`config.mk`:
```
export PLATFORM = sky130hd
export DESIGN_NAME = output_scheduler
export DESIGN_NICKNAME = d
export VERILOG_FILES = /design/src/rtl/output_pkg.sv /design/src/rtl/rr_arbiter.sv /design/src/rtl/output_scheduler.sv
export SDC_FILE = /design/constraint.sdc
export NUM_CORES = 1
export LEC_CHECK = 0
export BUFFER_PORTS_ARGS = -buffer_cell sky130_fd_sc_hd__buf_2
export CAP_MARGIN = 15
export CORE_UTILIZATION = 30
export DETAILED_ROUTE_END_ITERATION = 10
export PLACE_DENSITY = 0.61
export RECOVER_POWER = 100
export SLEW_MARGIN = 20
export SYNTH_ARGS = -nofsm -noshare
export SYNTH_HDL_FRONTEND = slang
export SYNTH_SLANG_ARGS = --single-unit
```
`constraint.sdc`:
```
create_clock -name fast_clk -period 2.35 [get_ports fast_clk]
set_clock_uncertainty 0.05 [all_clocks]
set_input_delay 0.235 -clock fast_clk [delete_from_list [all_inputs] [get_ports fast_clk]]
set_output_delay 0.235 -clock fast_clk [all_outputs]
set_load 0.02 [all_outputs]
```
`src/rtl/output_pkg.sv`:
```
// rtl/output_pkg.sv - shared types and constants for the output scheduler and emitter
package output_pkg;

    typedef enum logic [1:0] {
        ST_IDLE    = 2'd0,
        ST_SEND    = 2'd1,
        ST_RELEASE = 2'd2
    } sched_state_t;

    localparam int OUT_DATA_WIDTH = 16;

    // Next index after idx in a ring of n entries.
    function automatic int wrap_inc(input int idx, input int n);
        return (idx >= n - 1) ? 0 : idx + 1;
    endfunction

endpackage

```
`src/rtl/rr_arbiter.sv`:
```
// rtl/rr_arbiter.sv - combinational round-robin pick starting at rr_ptr
module rr_arbiter #(
    parameter int NUM_REQ = 4
) (
    input  logic [NUM_REQ-1:0]         req,
    input  logic [$clog2(NUM_REQ)-1:0] rr_ptr,
    output logic                       valid,
    output logic [$clog2(NUM_REQ)-1:0] grant_idx
);

    localparam int IDW = $clog2(NUM_REQ);

    int w_idx;

    // Scan from farthest to nearest so the closest set bit at or above rr_ptr wins.
    always_comb begin
        valid     = 1'b0;
        grant_idx = '0;
        w_idx     = 0;
        for (int k = NUM_REQ - 1; k >= 0; k--) begin
            w_idx = int'(rr_ptr) + k;
            if (w_idx >= NUM_REQ) begin
                w_idx = w_idx - NUM_REQ;
            end
            if (req[w_idx]) begin
                valid     = 1'b1;
                grant_idx = IDW'(w_idx);
            end
        end
    end

endmodule

```
`src/rtl/output_scheduler.sv`:
```
// rtl/output_scheduler.sv - round-robin sharing of one output_emitter among NUM_REQ requesters
import output_pkg::*;

module output_scheduler #(
    parameter int NUM_REQ    = 4,
    parameter int DATA_WIDTH = OUT_DATA_WIDTH,
    parameter int TIMEOUT    = DATA_WIDTH + 4
) (
    input  logic                          fast_clk,
    input  logic                          reset,
    input  logic [NUM_REQ-1:0]            req,
    input  logic [NUM_REQ*DATA_WIDTH-1:0] req_data,
    output logic [NUM_REQ-1:0]            ack,
    output logic                          err,
    output logic                          busy,
    output logic [$clog2(NUM_REQ)-1:0]    grant_id,
    output logic [DATA_WIDTH-1:0]         emit_data,
    output logic                          emit_start,
    input  logic                          emit_done
);

    localparam int IDW = $clog2(NUM_REQ);
    localparam int WDW = $clog2(TIMEOUT + 1);

    sched_state_t          r_state;
    logic [IDW-1:0]        r_rr_ptr;
    logic [WDW-1:0]        r_wdog;

    sched_state_t          w_state_nxt;
    logic [IDW-1:0]        w_rr_ptr_nxt;
    logic [WDW-1:0]        w_wdog_nxt;
    logic [IDW-1:0]        w_grant_nxt;
    logic [DATA_WIDTH-1:0] w_data_nxt;
    logic                  w_start_nxt;
    logic [NUM_REQ-1:0]    w_ack_nxt;
    logic                  w_err_nxt;
    logic                  w_pick_valid;
    logic [IDW-1:0]        w_pick_idx;
    int                    w_base;

    rr_arbiter #(
        .NUM_REQ (NUM_REQ)
    ) u_arb (
        .req       (req),
        .rr_ptr    (r_rr_ptr),
        .valid     (w_pick_valid),
        .grant_idx (w_pick_idx)
    );

    always_comb begin
        w_state_nxt  = r_state;
        w_rr_ptr_nxt = r_rr_ptr;
        w_wdog_nxt   = r_wdog;
        w_grant_nxt  = grant_id;
        w_data_nxt   = emit_data;
        w_start_nxt  = emit_start;
        w_ack_nxt    = '0;
        w_err_nxt    = 1'b0;
        w_base       = int'(w_pick_idx) * DATA_WIDTH;
        case (r_state)
            ST_IDLE: begin
                if (w_pick_valid) begin
                    w_grant_nxt = w_pick_idx;
                    w_data_nxt  = req_data[w_base +: DATA_WIDTH];
                    w_start_nxt = 1'b1;
                    w_wdog_nxt  = '0;
                    w_state_nxt = ST_SEND;
                end
            end
            ST_SEND: begin
                // Done wins over a watchdog expiry in the same cycle.
                if (emit_done) begin
                    w_start_nxt         = 1'b0;
                    w_ack_nxt[grant_id] = 1'b1;
                    w_state_nxt         = ST_RELEASE;
                end else if (r_wdog == WDW'(TIMEOUT - 1)) begin
                    w_start_nxt = 1'b0;
                    w_err_nxt   = 1'b1;
                    w_state_nxt = ST_RELEASE;
                end else begin
                    w_wdog_nxt = r_wdog + WDW'(1);
                end
            end
            ST_RELEASE: begin
                w_rr_ptr_nxt = IDW'(wrap_inc(int'(grant_id), NUM_REQ));
                w_state_nxt  = ST_IDLE;
            end
            default: begin
                w_start_nxt = 1'b0;
                w_state_nxt = ST_IDLE;
            end
        endcase
    end

    always_ff @(posedge fast_clk or posedge reset) begin
        if (reset) begin
            r_state    <= ST_IDLE;
            r_rr_ptr   <= '0;
            r_wdog     <= '0;
            grant_id   <= '0;
            emit_data  <= '0;
            emit_start <= 1'b0;
            ack        <= '0;
            err        <= 1'b0;
            busy       <= 1'b0;
        end else begin
            r_state    <= w_state_nxt;
            r_rr_ptr   <= w_rr_ptr_nxt;
            r_wdog     <= w_wdog_nxt;
            grant_id   <= w_grant_nxt;
            emit_data  <= w_data_nxt;
            emit_start <= w_start_nxt;
            ack        <= w_ack_nxt;
            err        <= w_err_nxt;
            busy       <= (w_state_nxt != ST_IDLE);
        end
    end

endmodule

```
==> results.yml, run 1 <==
global_routing:
  grt_pass1_wl_um: 6830
  grt_max_degree: 25
  antenna_found_initial: 0
  grt_use_total_pct: 14.2
  grt_pass1_vias: 1562
  overflow: 0
sta:
  fin_crit_sh_pct: 77.4
  report.final.slew_viol_count: 0
  maxClockFrequency_ghz: 0.550
  slew_headroom_pct: 56.0
  fin_crit_ns: 1.82
  rsz0062_at_grt: "no"
  setup_viol: 0
  final_hold_viol_count: 0
  tightest_slew_ns: 0.655
  finalWorstSetupSlack_ns: 0.531
  tns_ns: 0
placement:
  place_area_mm2: 0.00239
  dp.cells: 335
  dp_hpwl_um: 3400
  routabilityCongestion: 0.732
  pre_cts_ws_ns: 0.576
  port_buffers: 95
die:
  die_x_um: 79.8
  fp.dieH_um: 79.8
  ios: 96
  die-area_mm2: 0.00636
  coreArea_mm2: 0.00568
  start_util_pct: 32.0
  rows: 27
power_and_ir_drop:
  p_int_mw: 1.58
  seqPwrFrac_pct: 34.5
  combPwrFrac_pct: 49.5
  switching_share_pct: 43.2
  peakVddDrop_v: 0.000437
  power_leakage_nw: 1.30
  p_per_area_mw_per_mm2: 1130
  p_clk_share_pct: 16.0
  power.switching_mw: 1.20
yosys:
  synth_top_area_share_pct: 46.9
  synth_cells: 168
  synth_nets: 244
  ys_types: 30
  seq_area_frac_synth_pct: 46.9
  synth_seq_cells: 34
  yosys.area.top_type: "dfrtp_1"
  netlist_area_mm2: 0.00181
  yosys-top-cells-count: "dfrtp_1 (34), mux2i_1 (32), nand2_1 (23)"
  synth.avg_cell_area_um2: 10.8
  yosysMostFrequentCell: "dfrtp_1"
  synth_edf_count: 0
  synthTopCellsByArea: "dfrtp_1 (47%), mux2i_1 (18%), o221ai_1 (7.7%)"
  yosys_most_used_dff: "dfrtp_1"
  synth_warnings: 0
  async_flop_share_pct: 100
cells_and_area:
  diodes: 0
  syn_to_final_growth_pct: 35.1
  post-route-util_pct: 43.2
  drive_gt1_share_pct: 31.6
  fin_area_mm2: 0.00245
  final_cells: 344
  nNetsFinal: 347
route:
  routed_wl_um: 4400
  drc: 0
  first_iter_violations: 42
  via_count: 1630
  wire_per_inst_um: 12.8
  postRouteAntennaNets: 0
  dr.pass1.iters: 5
  detail_route.vias_per_cell: 4.74
setup_path:
  worstSetupStartpointType: "flip-flop"
  worstSetupEndpointType: "flip-flop"
  cp.required_ns: 2.47
  reg2reg_depth: 6
  cp_max_fo: 5
  arrival_ns: 1.94
  worstSetupPathType: "flip-flop to flip-flop"
clock_network:
  clk_pin_slew_ns: 0.07
  clock_latency_ns: 0.28
  clockBufferDepth: 2
  htreeDepth: 2
  cts_setup_buffers: 0
  cts.sinks: 34
  cts_tree: "yes"
  root_buffer: "clkbuf_8"
  numCtsBuffers: 5
  ctsResizeCount: 0
job:
  drv_cap: 0
hold_path:
  min_path_cells: 2
  worst_hold_path_type: "primary input to flip-flop"
run_status:
  status: "complete, no violations"
power groups by stage:
stage	registers [mW]	logic, mW	clock network [mW]
finish	0.960	1.37	0.445
global route	0.992	1.53	0.488
CTS	0.953	1.48	0.465
detailed placement	0.959	1.48	0
global placement	0.958	1.44	0
floorplan	1.17	0.784	0
state kept, by name, summed over array words and instances (netlist names):
| signal | flops |
|---|---|
| busy | 1 |
| r_rr_ptr | 2 |
| r_state | 2 |
| err | 1 |
| grant_id | 2 |
| r_wdog | 5 |
| ack | 4 |
| emit_start | 1 |
| emit_data | 16 |
layout make-up:
class,instances,area [um^2]
timing repair buffer,105,508
clock inverter,1,5.00
fill,560,3220
sequential,34,851
tap,72,90.1
multi-input combinational,120,892
inverter,5,18.8
clock buffer,7,86.3
routing by layer:
layer	share of wire [%]	GRT usage, %	wire, um	vias to the layer above
li1	-	-	-	823
met1	44	16.2	1940	731
met2	45	24.1	2000	70
met3	8.3	4.23	367	6
met4	2.0	7.14	87	0
met5	0	0	0	-
worst max-delay path: stages (launching register included):
cell      delay, ns
dfrtp_1        0.39
ha_1           0.20
nor4bb_1       0.52
or3_1          0.29
nand2_1        0.10
nand3_1        0.11
nand2_1        0.06
cell families (layout without fill, tap and decap cells):
logic type	Yosys count	count (layout)	synth area share (%)
AO/OA/AOI/OAI	26	26	11.6
multiplexers	33	33	18.3
adder cells (fa/ha/maj)	5	5	3.45
buffers and inverters	14	118	4.34
XOR/XNOR	3	3	1.45
flip-flops	34	34	46.9
AND/OR/NAND/NOR	53	53	14.0
placed cells by master, fill, tap and decap left out, types with 2 or more instances in the layout:
cell type / n
dfrtp_1: 34
nand4_1: 2
o21ai_0: 3
inv_1: 5
ha_1: 5
xor2_1: 3
buf_4: 5
clkbuf_1: 29
clkbuf_8: 6
nand2_1: 23
nor2_1: 7
nor3_1: 3
nand3_1: 3
mux2i_1: 32
and3_1: 4
nand2b_1: 2
o221ai_1: 16
or3_1: 2
buf_2: 70
a21oi_1: 2
nor2b_1: 3
repair_timing:
action	4_1_cts	5_1_grt
endpoints found under the hold margin	10	0
endpoints found under the setup margin	0	0
hold buffers	1	0
through the flow:
step                      power [mW]  hold slack (ns)
after floorplan                 1.95            0.255
after global placement          2.40            0.200
after detailed placement        2.44            0.206
after CTS                       2.89            0.161
after global routing            3.01            0.170
final                           2.78            0.168
final timing paths:
check / from / to / slack (ns)
max in group asynchronous: reset / emit_data[14] / 0.91
hold reg to reg: emit_data[13] / emit_data[13] / 0.44
hold / removal: emit_done / err / 0.17
setup / recovery: r_wdog[0] / r_wdog[1] / 0.53
setup reg to reg: r_wdog[0] / r_wdog[1] / 0.53
min in group asynchronous: reset / emit_data[9] / 0.44
Power figures use the tool's default switching activity.
==> run 2: changes to the inputs <==
==> constraint.sdc (replaced) <==
create_clock -name fast_clk -period 1.82 [get_ports fast_clk]
set_clock_uncertainty 0.05 [all_clocks]
set_input_delay 0.182 -clock fast_clk [delete_from_list [all_inputs] [get_ports fast_clk]]
set_output_delay 0.182 -clock fast_clk [all_outputs]
set_load 0.02 [all_outputs]
==> run 2 against run 1 <==
Utilization up 1.2 points. First-iteration DRC count up 12%. Sequential power up 27%. Worst hold slack worse by 0.050 ns. Die area unchanged. Clock-buffer cell count unchanged. Highest routed layer unchanged. Critical path depth up 1. Final area up 2.9%. Largest power group unchanged. Critical path type unchanged. Sequential share of layout area down 0.96 points. Worst setup slack worse by 0.40 ns. Flip-flop and latch count unchanged.
==> results.yml, run 2 (same netlist as run 1, synthesis figures left out) <==
route:
  drc: 0
  via_count: 1672
  dr.pass1.iters: 4
  first_iter_violations: 47
  postRouteAntennaNets: 0
  routed_wl_um: 4380
  wire_per_inst_um: 12.6
  detail_route.vias_per_cell: 4.80
sta:
  maxClockFrequency_ghz: 0.592
  tns_ns: 0
  fin_crit_ns: 1.69
  whs_ns: 0.118
  setup_viol: 0
  rsz0062_at_grt: "no"
  fin_crit_sh_pct: 92.8
  report.final.slew_viol_count: 0
  final_hold_viol_count: 0
  tightest_slew_ns: 0.858
  slew_headroom_pct: 42.8
cells_and_area:
  final_cells: 348
  syn_to_final_growth_pct: 39.0
  drive_gt1_share_pct: 34.1
  diodes: 0
  largest_register_ff_count: 16
  reg_top3: "emit_data x16, r_wdog x5, ack x4"
  mostFrequentLayoutCell: "buf_2"
  regMostFlops: "emit_data"
  post-route-util_pct: 44.4
  nNetsFinal: 351
  final_cell_mix: "buf_2 (70), dfrtp_1 (34), mux2i_1 (32)"
clock_network:
  root_buffer: "clkbuf_8"
  clock_latency_ns: 0.29
  clockBufferDepth: 2
  clk_pin_slew_ns: 0.07
  cts.sinks: 34
  numCtsBuffers: 5
  htreeDepth: 2
  cts_tree: "yes"
setup_path:
  worstSetupEndpointType: "flip-flop"
  cp_max_fo: 5
  cp.required_ns: 2.00
  reg2reg_depth: 7
  worstSetupPathType: "flip-flop to flip-flop"
  arrival_ns: 1.86
  worstSetupStartpointType: "flip-flop"
placement:
  port_buffers: 95
  routabilityCongestion: 0.794
  dp.cells: 338
  dp_hpwl_um: 3310
power_and_ir_drop:
  power_leakage_nw: 1.34
  power.switching_mw: 1.57
  switching_share_pct: 42.2
  peakVddDrop_v: 0.000467
  seqPwrFrac_pct: 33.0
  combPwrFrac_pct: 51.5
  p_per_area_mw_per_mm2: 1470
  p_int_mw: 2.14
  p_clk_share_pct: 15.5
die:
  die_x_um: 79.8
  start_util_pct: 32.0
  fp.dieH_um: 79.8
  rows: 27
  ios: 96
  coreArea_mm2: 0.00568
  die-area_mm2: 0.00636
global_routing:
  grt_pass1_vias: 1519
  grt_use_total_pct: 14.1
  antenna_found_initial: 0
  grt_max_degree: 35
  grt_pass1_wl_um: 6790
  overflow: 0
hold_path:
  worst_hold_path_type: "primary input to flip-flop"
  min_path_cells: 2
job:
  drv_cap: 0
run_status:
  status: "complete, no violations"
[run 2: cell types whose count changed in the layout (fill, tap and decap cells not counted), sizes merged]
cell    change
buf         +5
clkbuf      -1
[run 2: critical path: stages (launching register included)]
cell and delay (ns):
dfrtp_1 0.40, ha_1 0.21, nor4bb_1 0.15, buf_4 0.15
or3_4 0.39, nand2_1 0.10, nand3_1 0.08, nand2_1 0.09
[run 2: path summary, 6_finish.rpt]
| path | start | endpoint | slack [ns] |
|---|---|---|---|
| max in group asynchronous | reset | emit_data[1] | 0.54 |
| hold / removal | emit_done | err | 0.12 |
| min in group asynchronous | reset | ack[3] | 0.64 |
| setup reg to reg | r_wdog[1] | r_wdog[1] | 0.13 |
| hold reg to reg | emit_data[6] | emit_data[6] | 0.44 |
| setup / recovery | r_wdog[1] | r_wdog[1] | 0.13 |
[run 2: repair_timing]
item,in CTS,in global routing
gates resized for setup,0,2
setup endpoints to repair,0,4
hold buffers,1,0
setup buffers,0,1
hold endpoints to repair,34,0
[run 2: final cells by class]
type | instances | area [um^2]
tap | 72 | 90.1
timing repair buffer | 109 | 568
multi-input combinational | 120 | 902
clock inverter | 1 | 5.00
inverter | 5 | 18.8
clock buffer | 7 | 86.3
sequential | 34 | 851
fill | 565 | 3150
[run 2: power groups by stage]
stage	registers [mW]	clock network [mW]	logic (mW)
5_1_grt	1.26	0.630	2.11
6_report	1.22	0.576	1.91
2_1_floorplan	1.51	0	1.01
3_5_place_dp	1.23	0	2.00
4_1_cts	1.22	0.600	2.00
3_3_place_gp	1.23	0	1.96
[run 2: through the flow]
step / power (mW) / area (um^2) / setup slack [ns]
after floorplan: 2.52 / 1810 / 0.152
after global placement: 3.19 / 2440 / 0.138
after detailed placement: 3.23 / 2440 / 0.0703
after CTS: 3.82 / 2540 / 0.0569
after global routing: 4.00 / 2520 / 0.00716
final: 3.71 / 2520 / 0.131
[run 2: routing by layer]
| metal | track usage, % | vias up | share of wire [%] |
|---|---|---|---|
| li1 | - | 828 | - |
| met1 | 16.4 | 769 | 45 |
| met2 | 24.1 | 69 | 45 |
| met3 | 4.23 | 6 | 7.9 |
| met4 | 5.89 | 0 | 1.7 |
| met5 | 0 | - | 0 |
